`config.mk`:
```
export PLATFORM = sky130hd
export DESIGN_NAME = pipe_hazard_ctrl
export DESIGN_NICKNAME = d
export VERILOG_FILES = /design/src/rtl/pipe_ctrl_pkg.sv /design/src/rtl/pipe_stage_tracker.sv /design/src/rtl/pipe_hazard_ctrl.sv
export SDC_FILE = /design/constraint.sdc
export NUM_CORES = 1
export LEC_CHECK = 0
export ABC_AREA = 1
export CAP_MARGIN = 0
export CORE_MARGIN = 2
export CORE_UTILIZATION = 45
export CTS_BUF_LIST = sky130_fd_sc_hd__clkbuf_16
export DETAILED_ROUTE_END_ITERATION = 12
export PLACE_DENSITY_LB_ADDON = 0.05
export SKIP_LAST_GASP = 1
export SLEW_MARGIN = 10
export SYNTH_ARGS = -nofsm -noshare
export SYNTH_HDL_FRONTEND = slang
export SYNTH_HIERARCHICAL = 1
export SYNTH_SLANG_ARGS = --single-unit
```
`constraint.sdc`:
```
create_clock -name clk -period 1.71 [get_ports clk]
set_input_delay 0.2565 -clock clk [delete_from_list [all_inputs] [get_ports clk]]
set_output_delay 0.2565 -clock clk [all_outputs]
set_load 0.03 [all_outputs]
```
`src/rtl/pipe_ctrl_pkg.sv`:
```
// Shared encodings for the pipeline hazard controller: forwarding selects,
// controller states and the default register-address width.
package pipe_ctrl_pkg;

  localparam int RA_W_DEFAULT = 5;

  typedef enum logic [1:0] {
    FWD_RF    = 2'b00,
    FWD_EXMEM = 2'b01,
    FWD_MEMWB = 2'b10
  } fwd_sel_t;

  typedef enum logic [1:0] {
    RUN     = 2'b00,
    LDSTALL = 2'b01,
    MEMWAIT = 2'b10
  } ctrl_state_t;

endpackage

```
`src/rtl/pipe_stage_tracker.sv`:
```
// Shadow copy of the EX/MEM/WB destination fields plus the EX operand
// forwarding compare derived from them.
module pipe_stage_tracker
  import pipe_ctrl_pkg::*;
#(
  parameter int RA_W = RA_W_DEFAULT
) (
  input  logic            clk,
  input  logic            reset,
  input  logic            advance,
  input  logic            bubble,
  input  logic            id_valid,
  input  logic [RA_W-1:0] id_rs,
  input  logic [RA_W-1:0] id_rt,
  input  logic [RA_W-1:0] id_rw,
  input  logic            id_regwrite,
  input  logic            id_memread,
  output logic            ex_valid,
  output logic [RA_W-1:0] ex_rw,
  output logic            ex_regwrite,
  output logic            ex_memread,
  output logic            mem_valid,
  output logic [1:0]      fwd_a,
  output logic [1:0]      fwd_b
);

  logic [RA_W-1:0] ex_rs;
  logic [RA_W-1:0] ex_rt;
  logic [RA_W-1:0] mem_rw;
  logic            mem_regwrite;
  logic            wb_valid;
  logic [RA_W-1:0] wb_rw;
  logic            wb_regwrite;
  logic            mem_src_ok;
  logic            wb_src_ok;
  fwd_sel_t        sel_a;
  fwd_sel_t        sel_b;

  always_ff @(posedge clk or negedge reset) begin
    if (!reset) begin
      ex_valid     <= 1'b0;
      ex_rs        <= '0;
      ex_rt        <= '0;
      ex_rw        <= '0;
      ex_regwrite  <= 1'b0;
      ex_memread   <= 1'b0;
      mem_valid    <= 1'b0;
      mem_rw       <= '0;
      mem_regwrite <= 1'b0;
      wb_valid     <= 1'b0;
      wb_rw        <= '0;
      wb_regwrite  <= 1'b0;
    end else if (advance) begin
      wb_valid     <= mem_valid;
      wb_rw        <= mem_rw;
      wb_regwrite  <= mem_regwrite;
      mem_valid    <= ex_valid;
      mem_rw       <= ex_rw;
      mem_regwrite <= ex_regwrite;
      // Bubbles carry zeroed fields so stale source numbers never forward.
      if (bubble) begin
        ex_valid    <= 1'b0;
        ex_rs       <= '0;
        ex_rt       <= '0;
        ex_rw       <= '0;
        ex_regwrite <= 1'b0;
        ex_memread  <= 1'b0;
      end else begin
        ex_valid    <= id_valid;
        ex_rs       <= id_rs;
        ex_rt       <= id_rt;
        ex_rw       <= id_rw;
        ex_regwrite <= id_regwrite;
        ex_memread  <= id_memread;
      end
    end
  end

  assign mem_src_ok = mem_valid & mem_regwrite & (mem_rw != '0);
  assign wb_src_ok  = wb_valid & wb_regwrite & (wb_rw != '0);

  always_comb begin
    sel_a = FWD_RF;
    sel_b = FWD_RF;
    if (mem_src_ok && (mem_rw == ex_rs))     sel_a = FWD_EXMEM;
    else if (wb_src_ok && (wb_rw == ex_rs))  sel_a = FWD_MEMWB;
    if (mem_src_ok && (mem_rw == ex_rt))     sel_b = FWD_EXMEM;
    else if (wb_src_ok && (wb_rw == ex_rt))  sel_b = FWD_MEMWB;
  end

  assign fwd_a = sel_a;
  assign fwd_b = sel_b;

endmodule

```
`src/rtl/pipe_hazard_ctrl.sv`:
```
// Hazard/sequencing controller for the 5-stage pipeline: stall, flush and
// freeze decisions, controller state, statistics and memory-wait watchdog.
module pipe_hazard_ctrl
  import pipe_ctrl_pkg::*;
#(
  parameter int RA_W     = RA_W_DEFAULT,
  parameter int CNT_W    = 16,
  parameter int MAX_WAIT = 64
) (
  input  logic             clk,
  input  logic             reset,
  input  logic             id_valid,
  input  logic [RA_W-1:0]  id_rs,
  input  logic [RA_W-1:0]  id_rt,
  input  logic             id_uses_rs,
  input  logic             id_uses_rt,
  input  logic [RA_W-1:0]  id_rw,
  input  logic             id_regwrite,
  input  logic             id_memread,
  input  logic             ex_redirect,
  input  logic             mem_req,
  input  logic             mem_ready,
  output logic             pc_en,
  output logic             ifid_en,
  output logic             ifid_flush,
  output logic             idex_flush,
  output logic             pipe_en,
  output logic [1:0]       fwd_a,
  output logic [1:0]       fwd_b,
  output logic [1:0]       state,
  output logic [CNT_W-1:0] stall_cnt,
  output logic [CNT_W-1:0] flush_cnt,
  output logic             wait_err
);

  localparam int WAIT_W = $clog2(MAX_WAIT + 1);

  logic            ex_valid;
  logic [RA_W-1:0] ex_rw;
  logic            ex_regwrite;
  logic            ex_memread;
  logic            mem_valid;
  logic            freeze;
  logic            redirect;
  logic            load_use;
  ctrl_state_t     cur_state;
  logic [WAIT_W-1:0] wait_cnt;

  pipe_stage_tracker #(.RA_W(RA_W)) u_tracker (
    .clk         (clk),
    .reset       (reset),
    .advance     (~freeze),
    .bubble      (redirect | load_use),
    .id_valid    (id_valid),
    .id_rs       (id_rs),
    .id_rt       (id_rt),
    .id_rw       (id_rw),
    .id_regwrite (id_regwrite),
    .id_memread  (id_memread),
    .ex_valid    (ex_valid),
    .ex_rw       (ex_rw),
    .ex_regwrite (ex_regwrite),
    .ex_memread  (ex_memread),
    .mem_valid   (mem_valid),
    .fwd_a       (fwd_a),
    .fwd_b       (fwd_b)
  );

  assign freeze   = mem_valid & mem_req & ~mem_ready;
  assign redirect = ex_valid & ex_redirect;
  assign load_use = id_valid & ex_valid & ex_memread & ex_regwrite & (ex_rw != '0) &
                    ((id_uses_rs & (id_rs == ex_rw)) | (id_uses_rt & (id_rt == ex_rw)));

  always_comb begin
    pc_en      = 1'b1;
    ifid_en    = 1'b1;
    ifid_flush = 1'b0;
    idex_flush = 1'b0;
    pipe_en    = 1'b1;
    if (freeze) begin
      pc_en   = 1'b0;
      ifid_en = 1'b0;
      pipe_en = 1'b0;
    end else if (redirect) begin
      ifid_flush = 1'b1;
      idex_flush = 1'b1;
    end else if (load_use) begin
      pc_en      = 1'b0;
      ifid_en    = 1'b0;
      idex_flush = 1'b1;
    end
  end

  always_ff @(posedge clk or negedge reset) begin
    if (!reset) begin
      cur_state <= RUN;
      stall_cnt <= '0;
      flush_cnt <= '0;
      wait_cnt  <= '0;
      wait_err  <= 1'b0;
    end else begin
      case (cur_state)
        RUN:     if (freeze) cur_state <= MEMWAIT;
                 else if (load_use && !redirect) cur_state <= LDSTALL;
        LDSTALL: cur_state <= freeze ? MEMWAIT : RUN;
        MEMWAIT: if (!freeze) cur_state <= RUN;
        default: cur_state <= RUN;
      endcase

      if (!pc_en && (stall_cnt != '1)) stall_cnt <= stall_cnt + 1'b1;
      if (redirect && !freeze && (flush_cnt != '1)) flush_cnt <= flush_cnt + 1'b1;

      // The error flags the wait but never unfreezes; only reset clears it.
      if (freeze) begin
        if (wait_cnt != WAIT_W'(MAX_WAIT)) wait_cnt <= wait_cnt + 1'b1;
        if (wait_cnt == WAIT_W'(MAX_WAIT - 1)) wait_err <= 1'b1;
      end else begin
        wait_cnt <= '0;
      end
    end
  end

  assign state = cur_state;

endmodule

```
==> flow_metrics.env, run 1 <==
export IMPL_startpoint_type="register"
export IMPL_worst_pin_slew_ns=0.4399
export IMPL_clk_pin_slew_worst_paths_ns=0.05
export IMPL_ant_nets=0
export IMPL_diodes=0
export IMPL_critical_path_max_stage_delay_ns=0.40
export IMPL_worst_path_most_repeated_cell="nand2_1"
export IMPL_num_vias=3958
export IMPL_synth_edff_count=0
export IMPL_synth_area_leaders="dfrtp_1 (44%), nand2_1 (14%), nand3_1 (7.5%)"
export IMPL_min_path_type="primary input to register"
export IMPL_portBuffers=68
export IMPL_yosysUniqueCellTypes=34
export IMPL_first_iter_violations=187
export IMPL_combPwrFrac=0.292
export IMPL_r2r_start="u_tracker/ex_rw[3]$_DFFE_PN0P_"
export IMPL_r2r_end="stall_cnt[12]$_DFFE_PN0P_"
export IMPL_use_met3=0.03329
export IMPL_grt_pass1_wl_um=17210
export IMPL_cts_tree="yes"
export IMPL_fp_dieW_um=100.7
export IMPL_clock_sinks=74
export IMPL_start_util=0.4593
export IMPL_area_growth_pct=40.30
export IMPL_busiest_layer="met2"
export IMPL_wirelength_um=10570
export IMPL_cp_end_kind="primary output"
export IMPL_ys_seq_area_frac=0.4405
export IMPL_cp_slowest_cell="dfrtp_1"
export IMPL_wire_per_inst_um=13.38
export IMPL_finalHoldViolCount=0
export IMPL_cp_max_fo=4
export IMPL_p_leak_nw=3.090
export IMPL_antenna_found_initial=0
export IMPL_crit_type="register to primary output"
export IMPL_rows=35
export IMPL_insertion_delay_ns=0.33
export IMPL_hold_path_end="u_tracker/ex_rs[1]$_DFFE_PN0P_"
export IMPL_ys_flop_type="dfrtp_1"
export IMPL_max_slew_margin=0.7045
export IMPL_violations="setup timing"
export IMPL_track_usage=0.2123
export IMPL_grt_start_max_net_pins=63
export IMPL_dr_pass1_iters=5
export IMPL_layout_min_cycle_time_ns=1.927
export IMPL_cts_root_buf="clkbuf_16"
export IMPL_synth_top_area_share=0.4405
export IMPL_vias_per_cell=5.010
export IMPL_htreeDepth=3
export IMPL_drv_slew=0
export IMPL_arrival_ns=1.67
export IMPL_num_io_pins=69
export IMPL_critPathBufInv=3
export IMPL_drv_cap=0
export IMPL_worstSetupPathDepth=10
export IMPL_grt_pass1_vias=3732
export IMPL_clockPowerShare=0.338
export IMPL_ys_warnings_count=6
export IMPL_synthesis_instances=559
export IMPL_rsz0062_at_grt="true"
export IMPL_drcViolationCount=0
export IMPL_rrSetupSlack_ns=-0.05
export IMPL_worst_slack_ns=-0.2166
export IMPL_ys_ff_latch=74
export IMPL_core_um2=9153
export IMPL_syn_area_um2=4204
export IMPL_fin_worst_skew_ns=0.008690
export IMPL_period_share=1.127
export IMPL_finalSetupViolations=11
export IMPL_gp_congestion=0.9237
export IMPL_postPlaceCellArea_um2=5248
export IMPL_irDropWorstVdd_uv=624.7
export IMPL_seq_power_share=0.369
export IMPL_swShare=0.3295
export IMPL_clockBufferDepth=2
export IMPL_dp_hpwl_um=7542
export IMPL_cp_top_family="simple AND/OR/NAND/NOR gates"
export IMPL_synth_nets=588
export IMPL_p_int_w=0.004171
export IMPL_p_sw_w=0.002049
export IMPL_max_freq_mhz=519.0
export IMPL_grt_overflow=0
export IMPL_cts_buffers=9
export IMPL_path_cells="inv_2, nand2_1, nand2_1, nor2_1, nand3_1, nand2_2, nand3_4, nand2_4, clkinvlp_4, buf_6"
export IMPL_design_final_nets=703
export IMPL_die_h_um=100.7
export IMPL_grtUsageMet2=0.3610
export IMPL_die_area_um2=10130
export IMPL_status="finished with violations"
export IMPL_min_path_cells=3
export IMPL_grt_use_met1=0.2764
export IMPL_design_area_um2=5898
export IMPL_worstHoldStart="id_rs[1]"
export IMPL_r2r_cells=14
export IMPL_required_ns=1.45
export IMPL_drive_gt1_frac=0.2018
export IMPL_async_flop_share=1.000
export IMPL_avgSynthCellArea_um2=7.521
export IMPL_powerDensity_nw_per_um2=1055
export IMPL_whs_ns=0.2810
export IMPL_synth_top_cell_by_area="dfrtp_1"
[worst max-delay path by stage]
stage                                              start  slack [ns]                  endpoint
after floorplan           u_tracker/ex_rw[4]$_DFFE_PN0P_       -0.03                     pc_en
after global placement                          id_rt[4]       -0.30                idex_flush
after detailed placement                        id_rt[4]       -0.32  stall_cnt[9]$_DFFE_PN0P_
after CTS                 u_tracker/ex_rw[4]$_DFFE_PN0P_       -0.24                   ifid_en
after global routing      u_tracker/ex_rw[0]$_DFFE_PN0P_       -0.31                   ifid_en
final                     u_tracker/ex_rw[3]$_DFFE_PN0P_       -0.22                   ifid_en
[power groups by stage]
stage	logic, W	registers [W]	clock network, W
final	0.00182	0.00230	0.00211
after CTS	0.00177	0.00230	0.00215
after global placement	0.00176	0.00232	0
after global routing	0.00201	0.00233	0.00222
after detailed placement	0.00178	0.00232	0
after floorplan	0.000790	0.00258	0
[worst min-delay path: stages]
cell and delay (ns):
dlymetal6s2s_1 0.14, nand3_1 0.09, o21ai_0 0.08
[Yosys cell counts (3+ instances only)]
library cell,instances
inv_1,63
xnor2_1,12
o21ai_1,3
o21ai_2,4
xor2_1,18
a21oi_1,9
buf_6,3
nor3_1,9
nand3_1,63
nand2_1,162
inv_2,9
dfrtp_1,74
buf_2,9
o21ai_0,31
nand4_1,10
ha_1,4
nor2_1,54
[cell type report]
class | instances | area [um^2]
fill | 806 | 3254
multi-input combinational | 399 | 2148
sequential | 74 | 1861
timing repair buffer | 117 | 1140
inverter | 73 | 277.8
clock buffer | 9 | 225.2
tap | 111 | 138.9
clock inverter | 7 | 107.6
[placed cells by master (no fill, tap or decap), drive strengths merged, types with 2 or more instances in the layout]
| cell | instances |
|---|---|
| bufinv | 3 |
| dlygate4sd2 | 21 |
| xnor2 | 12 |
| clkdlybuf4s50 | 26 |
| mux2 | 2 |
| clkbuf | 10 |
| nor2 | 56 |
| buf | 57 |
| dlymetal6s2s | 11 |
| inv | 72 |
| clkinv | 4 |
| a21oi | 9 |
| nor4 | 2 |
| nor3 | 12 |
| nand4 | 12 |
| xor2 | 18 |
| nand2 | 167 |
| nand3 | 64 |
| dfrtp | 74 |
| o21ai | 38 |
| ha | 4 |
[per-stage QoR]
| step | power, W | instances | util | TNS [ns] | worst slack [ns] |
|---|---|---|---|---|---|
| 2_1_floorplan | 0.003371 | 559 | - | -0.04209 | -0.02955 |
| 3_3_place_gp | 0.004081 | 760 | 0.5733 | -8.858 | -0.3042 |
| 3_5_place_dp | 0.004108 | 760 | 0.5733 | -10.21 | -0.3158 |
| 4_1_cts | 0.006217 | 781 | 0.6154 | -0.7869 | -0.2429 |
| 5_1_grt | 0.006573 | 790 | 0.6444 | -3.305 | -0.3117 |
| 6_report | 0.006220 | 790 | 0.6444 | -0.7459 | -0.2166 |
[layer usage]
metal	routed length, um	vias to the layer above
li1	-	2004
met3	389	14
met5	0	-
met4	152	0
met2	5408	80
met1	4621	1860
[kinds of logic (layout without fill, tap and decap cells)]
| group | after synthesis | after routing | synth area share |
|---|---|---|---|
| simple gates | 313 | 314 | 0.3298 |
| buf+inv | 87 | 206 | 0.08660 |
| flops | 74 | 74 | 0.4405 |
| compound gates | 49 | 49 | 0.06339 |
| xor+xnor | 30 | 30 | 0.06250 |
| fa+ha+maj | 4 | 4 | 0.01191 |
| mux | 2 | 2 | 0.005357 |
[what timing repair did]
item,CTS,global route
setup buffers,4,6
resized for setup,34,48
gates cloned,0,3
hold endpoints to repair,17,0
hold buffers,1,0
setup endpoints to repair,28,53
pin swaps,4,16
[registers in the layout, summed over array words and instances, names as in the netlist, 2 cells and up]
register          cells
u_tracker/mem_rw      5
wait_cnt              7
u_tracker/ex_rs       5
u_tracker/ex_rw       5
state                 2
u_tracker/ex_rt       5
flush_cnt            16
stall_cnt            16
u_tracker/wb_rw       5
No activity file was read; power rests on OpenSTA's default activity.
==> run 2: changes to the inputs <==
--- a/config.mk
+++ b/config.mk
@@ -9,7 +9,6 @@
 export CAP_MARGIN = 0
 export CORE_MARGIN = 2
 export CORE_UTILIZATION = 45
-export CTS_BUF_LIST = sky130_fd_sc_hd__clkbuf_16
 export DETAILED_ROUTE_END_ITERATION = 12
 export PLACE_DENSITY_LB_ADDON = 0.05
 export SKIP_LAST_GASP = 1
==> run 2 against run 1 <==
The run still ends with setup timing left. Non-clock buffer count decreased by 3. Critical path depth is 1 higher. Clock skew rose by 0.0066 ns. Worst hold slack worse by 0.0018 ns. Sequential share of layout area increased by 0.73 points. Largest cell class unchanged. Cell area decreased by 2.2%. Die area did not move. Global-route usage down 0.35 points. Clock power down 19%. Final cell count shrank 0.38%. Wire length is essentially flat. Setup slack lost 0.0088 ns.
==> flow_metrics.env, run 2 (synthesized netlist as in run 1, its figures left out) <==
export IMPL_rrSetupSlack_ns=-0.03
export IMPL_worstHoldStart="id_rs[4]"
export IMPL_antenna_found_initial=0
export IMPL_power_total_w=0.005800
export IMPL_track_usage=0.2089
export IMPL_wirelength_um=10570
export IMPL_status="finished with violations"
export IMPL_start_util=0.4593
export IMPL_fill_cells=842
export IMPL_whs_ns=0.2792
export IMPL_area_growth_pct=37.14
export IMPL_max_freq_mhz=516.7
export IMPL_rows=35
export IMPL_clockBufferDepth=2
export IMPL_grt_pass1_wl_um=16940
export IMPL_cp_top_family="buffers and inverters"
export IMPL_finalSetupViolations=14
export IMPL_clk_pin_slew_worst_paths_ns=0.07
export IMPL_irDropWorstVdd_uv=492.2
export IMPL_wire_per_inst_um=13.43
export IMPL_finalSetupTns_ns=-0.9335
export IMPL_finalHoldViolCount=0
export IMPL_fin_worst_skew_ns=0.01534
export IMPL_required_ns=1.45
export IMPL_diodes=0
export IMPL_critPathBufInv=4
export IMPL_worst_slack_ns=-0.2255
export IMPL_layout_min_cycle_time_ns=1.935
export IMPL_layout_commonest_cell="nand2_1"
export IMPL_worst_path_most_repeated_cell="nand2_1"
export IMPL_die_area_um2=10130
export IMPL_min_path_cells=3
export IMPL_grt_start_max_net_pins=63
export IMPL_min_path_type="primary input to register"
export IMPL_num_vias=3939
export IMPL_period_share=1.132
export IMPL_dp_hpwl_um=7542
export IMPL_gp_congestion=0.9237
export IMPL_portBuffers=68
export IMPL_drv_slew=0
export IMPL_cts_tree="yes"
export IMPL_cp_end_kind="primary output"
export IMPL_cts_buffers=9
export IMPL_core_um2=9153
export IMPL_design_final_nets=700
export IMPL_crit_type="primary input to primary output"
export IMPL_hold_path_end="u_tracker/ex_rs[4]$_DFFE_PN0P_"
export IMPL_r2r_cells=14
export IMPL_drv_cap=0
export IMPL_die_h_um=100.7
export IMPL_rsz0062_at_grt="true"
export IMPL_dr_pass1_iters=4
export IMPL_violations="setup timing"
export IMPL_insertion_delay_ns=0.35
export IMPL_ant_nets=0
export IMPL_ff_latch_area_um2=1861
export IMPL_r2r_start="u_tracker/ex_rw[0]$_DFFE_PN0P_"
export IMPL_multi_input_comb_area_um2=2143
export IMPL_max_slew_margin=0.7042
export IMPL_worst_pin_slew_ns=0.4403
export IMPL_final_cell_mix="nand2_1 (160), dfrtp_1 (67), inv_1 (59), nand3_1 (52), nor2_1 (47)"
export IMPL_powerDensity_nw_per_um2=1006
export IMPL_grt_overflow=0
export IMPL_critical_path_max_stage_delay_ns=0.52
export IMPL_p_leak_nw=3.012
export IMPL_cts_root_buf="clkbuf_8"
export IMPL_startpoint_type="primary input"
export IMPL_cp_slowest_cell="clkdlybuf4s50_1"
export IMPL_num_io_pins=69
export IMPL_drive_gt1_frac=0.1982
export IMPL_path_cells="clkdlybuf4s50_1, inv_1, nand2_1, nand2_1, nor2_1, nand3_1, nand2_2, nand3_4, nand2_4, clkinvlp_4, buf_6"
export IMPL_vias_per_cell=5.005
export IMPL_grt_pass1_vias=3639
export IMPL_drcViolationCount=0
export IMPL_r2r_end="stall_cnt[12]$_DFFE_PN0P_"
export IMPL_clock_sinks=74
export IMPL_top_regs="flush_cnt (16), stall_cnt (16), wait_cnt (7)"
export IMPL_first_iter_violations=168
export IMPL_htreeDepth=3
export IMPL_cp_max_fo=3
export IMPL_fp_dieW_um=100.7
export IMPL_arrival_ns=1.68
-- run 2: cell types whose count changed in the layout (fill, tap and decap cells not counted), moves of 4 or more --
cell,before,now
clkbuf_8,0,11
clkbuf_16,10,1
dlygate4sd2_1,21,26
dlymetal6s2s_1,11,7
-- run 2: worst max-delay path by stage --
stage | startpoint | end | cells past startpoint
3_5_place_dp | id_rt[4] | stall_cnt[9]$_DFFE_PN0P_ | 12
6_report | id_rs[0] | ifid_en | 11
5_1_grt | u_tracker/ex_rw[0]$_DFFE_PN0P_ | ifid_en | 10
3_3_place_gp | id_rt[4] | idex_flush | 10
2_1_floorplan | u_tracker/ex_rw[4]$_DFFE_PN0P_ | pc_en | 11
4_1_cts | u_tracker/ex_rw[4]$_DFFE_PN0P_ | ifid_en | 10
-- run 2: report_power, final --
group	internal (W)	switching (W)
sequential	0.00201	0.000286
combinational	0.000739	0.00107
clock	0.00104	0.000658
-- run 2: routing by layer --
metal | vias up | share of wire | track usage
met3 | 14 | 0.033 | 0.03537
met2 | 73 | 0.50 | 0.3497
met5 | - | 0 | 0
met1 | 1850 | 0.45 | 0.2745
met4 | 0 | 0.014 | 0.07060
li1 | 2002 | - | -
-- run 2: timing repair --
item	4_1_cts	5_1_grt
hold buffers	1	0
setup buffers	2	6
cloned	0	2
endpoints found under the setup margin	34	53
pin swaps	4	11
resized for setup	44	37
hold endpoints to repair	17	0
-- run 2: layout make-up --
| class | instances | area share |
|---|---|---|
| clock buffers | 11 | 0.02626 |
| flip-flops and latches | 74 | 0.3227 |
| repair buffers | 114 | 0.1892 |
| inverters | 73 | 0.04861 |
| well taps | 111 | 0.02409 |
| multi-input cells | 399 | 0.3717 |
| clock inverters | 5 | 0.01736 |
-- run 2: worst register-to-register path, delay by kind of cell (launching register included) --
family                 cells  cell delay (ns)
and+or+nand+nor           10             0.75
buffers and inverters      4             0.46
DFF                        1             0.42
-- run 2: stage by stage --
stage	setup WS (ns)	utilization	cell area, um^2	cells
floorplan	-0.02955	-	4245	559
global placement	-0.3042	0.5733	5248	760
detailed placement	-0.3158	0.5733	5248	760
CTS	-0.2534	0.6059	5545	779
global route	-0.3549	0.6299	5766	787
finish	-0.2255	0.6299	5766	787
==> run 3: changes to the inputs <==
--- a/config.mk
+++ b/config.mk
@@ -5,7 +5,6 @@
 export SDC_FILE = /design/constraint.sdc
 export NUM_CORES = 1
 export LEC_CHECK = 0
-export ABC_AREA = 1
 export CAP_MARGIN = 0
 export CORE_MARGIN = 2
 export CORE_UTILIZATION = 45
==> constraint.sdc (replaced) <==
create_clock -name clk -period 2.11 [get_ports clk]
set_input_delay 0.3165 -clock clk [delete_from_list [all_inputs] [get_ports clk]]
set_output_delay 0.3165 -clock clk [all_outputs]
set_load 0.03 [all_outputs]
==> run 3 against run 2 <==
The flow still finishes with violations (setup timing). Synthesized cell count shrank 41%. Worst hold slack gained 0.061 ns. Count of clock-buffer cells in the layout shrank 1. Critical endpoint is now fwd_a[1]. Largest power group unchanged.
==> flow_metrics.env, run 3 <==
export IMPL_cp_slowest_cell="or4_4"
export IMPL_design_area_um2=5036
export IMPL_powerDensity_nw_per_um2=812.7
export IMPL_track_usage=0.1945
export IMPL_first_iter_violations=108
export IMPL_synth_edff_count=0
export IMPL_wirelength_um=7942
export IMPL_drcViolationCount=0
export IMPL_finalHoldViolCount=0
export IMPL_grt_pass1_wl_um=13310
export IMPL_synthTopCellsByCount="dfrtp_1 (74), xnor2_1 (47), inv_1 (22)"
export IMPL_cp_end_kind="primary output"
export IMPL_die_h_um=93.60
export IMPL_yosysMostFrequentCell="dfrtp_1"
export IMPL_max_slew_margin=0.7562
export IMPL_clock_sinks=74
export IMPL_portBuffers=68
export IMPL_min_path_type="primary input to register"
export IMPL_num_vias=2733
export IMPL_async_flop_share=1.000
export IMPL_ys_seq_area_frac=0.5126
export IMPL_synth_top_area_share=0.5126
export IMPL_violations="setup timing"
export IMPL_critical_path_max_stage_delay_ns=0.55
export IMPL_rsz0062_at_grt="true"
export IMPL_worst_path_most_repeated_cell="buf_4"
export IMPL_synthesis_instances=332
export IMPL_min_path_cells=3
export IMPL_insertion_delay_ns=0.34
export IMPL_ys_ff_latch=74
export IMPL_status="finished with violations"
export IMPL_wire_per_inst_um=14.63
export IMPL_drv_slew=0
export IMPL_synth_nets=361
export IMPL_postPlaceCellArea_um2=4643
export IMPL_startpoint_type="register"
export IMPL_grt_start_max_net_pins=67
export IMPL_clk_pin_slew_worst_paths_ns=0.08
export IMPL_dp_hpwl_um=5559
export IMPL_antenna_found_initial=0
export IMPL_core_um2=7767
export IMPL_htreeDepth=3
export IMPL_cts_root_buf="clkbuf_8"
export IMPL_synthMuxAreaShare=0.05300
export IMPL_rrSetupSlack_ns=0.01
export IMPL_design_final_nets=465
export IMPL_dr_pass1_iters=4
export IMPL_syn_area_um2=3612
export IMPL_area_growth_pct=39.42
export IMPL_synth_area_leaders="dfrtp_1 (51%), xnor2_1 (11%), mux2_2 (5.3%)"
export IMPL_ys_warnings_count=6
export IMPL_max_freq_mhz=443.6
export IMPL_required_ns=1.79
export IMPL_drv_cap=0
export IMPL_worst_slack_ns=-0.1445
export IMPL_final_cell_mix="dfrtp_1 (71), clkdlybuf4s50_1 (56), xnor2_1 (43), buf_4 (29), inv_1 (22)"
export IMPL_cts_buffers=9
export IMPL_drive_gt1_frac=0.2268
export IMPL_rows=32
export IMPL_worst_pin_slew_ns=0.3657
export IMPL_r2r_cells=10
export IMPL_synth_top_cell_by_area="dfrtp_1"
export IMPL_grt_pass1_vias=2745
export IMPL_arrival_ns=1.94
export IMPL_cp_max_fo=2
export IMPL_fin_worst_skew_ns=0.01203
export IMPL_fp_dieW_um=93.60
export IMPL_die_area_um2=8760
export IMPL_synth_fa_ha_area_frac=0.01386
export IMPL_synth_compound_area_frac=0.05126
export IMPL_avgSynthCellArea_um2=10.88
export IMPL_worstHoldStart="id_rs[4]"
export IMPL_r2r_end="stall_cnt[4]$_DFFE_PN0P_"
export IMPL_crit_type="register to primary output"
export IMPL_p_leak_nw=2.232
export IMPL_diodes=0
export IMPL_ant_nets=0
export IMPL_r2r_start="u_tracker/ex_rw[4]$_DFFE_PN0P_"
export IMPL_layout_min_cycle_time_ns=2.254
export IMPL_layout_commonest_cell="dfrtp_1"
export IMPL_hold_path_end="u_tracker/ex_rs[4]$_DFFE_PN0P_"
export IMPL_clockBufferDepth=2
export IMPL_start_util=0.4650
export IMPL_synth_simple_area_share=0.1753
export IMPL_ys_flop_type="dfrtp_1"
export IMPL_synth_top_family_by_area="simple AND/OR/NAND/NOR gates"
export IMPL_path_cells="or4_4, o211ai_4, buf_4, nor4_4, nor3_2, buf_4"
export IMPL_gp_congestion=0.8022
export IMPL_power_total_w=0.004093
export IMPL_num_io_pins=69
export IMPL_vias_per_cell=5.033
export IMPL_pre_cts_ws_ns=-0.2352
export IMPL_synth_xor_area_frac=0.1576
export IMPL_period_share=1.068
export IMPL_top_regs="flush_cnt (16), stall_cnt (16), wait_cnt (7)"
export IMPL_finalSetupViolations=3
export IMPL_grt_overflow=0
export IMPL_fin_util=0.6484
export IMPL_cts_tree="yes"
export IMPL_yosysUniqueCellTypes=35
export IMPL_irDropWorstVdd_uv=668.9
-- run 3: report_power, final --
group,total (W),switching (W),internal (W)
sequential,0.00178,0.000193,0.00158
combinational,0.00107,0.000533,0.000534
clock,0.00125,0.000548,0.000700
total,0.00409,0.00127,0.00282
-- run 3: how the worst max path moves through the flow --
stage | startpoint | end | slack [ns]
after CTS | u_tracker/mem_rw[1]$_DFFE_PN0P_ | fwd_a[1] | -0.19
after global placement | id_rs[1] | stall_cnt[4]$_DFFE_PN0P_ | -0.17
after detailed placement | id_rs[4] | stall_cnt[4]$_DFFE_PN0P_ | -0.24
final | u_tracker/mem_rw[1]$_DFFE_PN0P_ | fwd_a[1] | -0.14
after floorplan | u_tracker/mem_valid$_DFFE_PN0P_ | flush_cnt[15]$_DFFE_PN0P_ | -0.009
after global routing | u_tracker/mem_rw[1]$_DFFE_PN0P_ | fwd_a[1] | -0.21
-- run 3: logic make-up after synthesis --
| logic type | after synthesis |
|---|---|
| fa+ha+maj | 4 |
| xor+xnor | 65 |
| mux | 17 |
| buf+inv | 32 |
| simple gates | 111 |
| flops | 74 |
| compound gates | 29 |
-- run 3: final cells by class --
class,count,area (um^2)
Tap cell,102,127.6
Inverter,23,86.33
Clock inverter,6,90.09
Timing Repair Buffer,102,988.4
Clock buffer,10,137.6
Sequential cell,74,1856
Fill cell,631,2731
Multi-Input combinational cell,226,1750
-- run 3: metrics by stage --
step / hold WS [ns] / TNS, ns / instances
floorplan: 0.02091 / -0.008864 / 332
global placement: 0.1814 / -2.426 / 520
detailed placement: 0.1833 / -3.481 / 520
CTS: 0.3517 / -0.6208 / 542
global route: 0.3758 / -1.823 / 543
finish: 0.3397 / -0.3778 / 543
-- run 3: critical path, delay by kind of cell (launching register included) --
family,cells,cell delay (ns)
AOI/OAI and AO/OA,1,0.21
buffers and inverters,2,0.33
and+or+nand+nor,3,0.68
DFF,1,0.38
-- run 3: routing by layer --
layer | vias up | GRT usage | part of all wire
met2 | 52 | 0.2986 | 0.47
met1 | 1328 | 0.2715 | 0.47
met4 | 0 | 0.06522 | 0.011
met3 | 8 | 0.04754 | 0.045
li1 | 1345 | - | -
met5 | - | 0 | 0
-- run 3: timing repair --
action / 4_1_cts / 5_1_grt
pin swaps: 13 / 13
endpoints found under the setup margin: 9 / 21
setup buffers: 5 / 1
endpoints found under the hold margin: 8 / 0
hold buffers: 1 / 0
resized for setup: 19 / 21
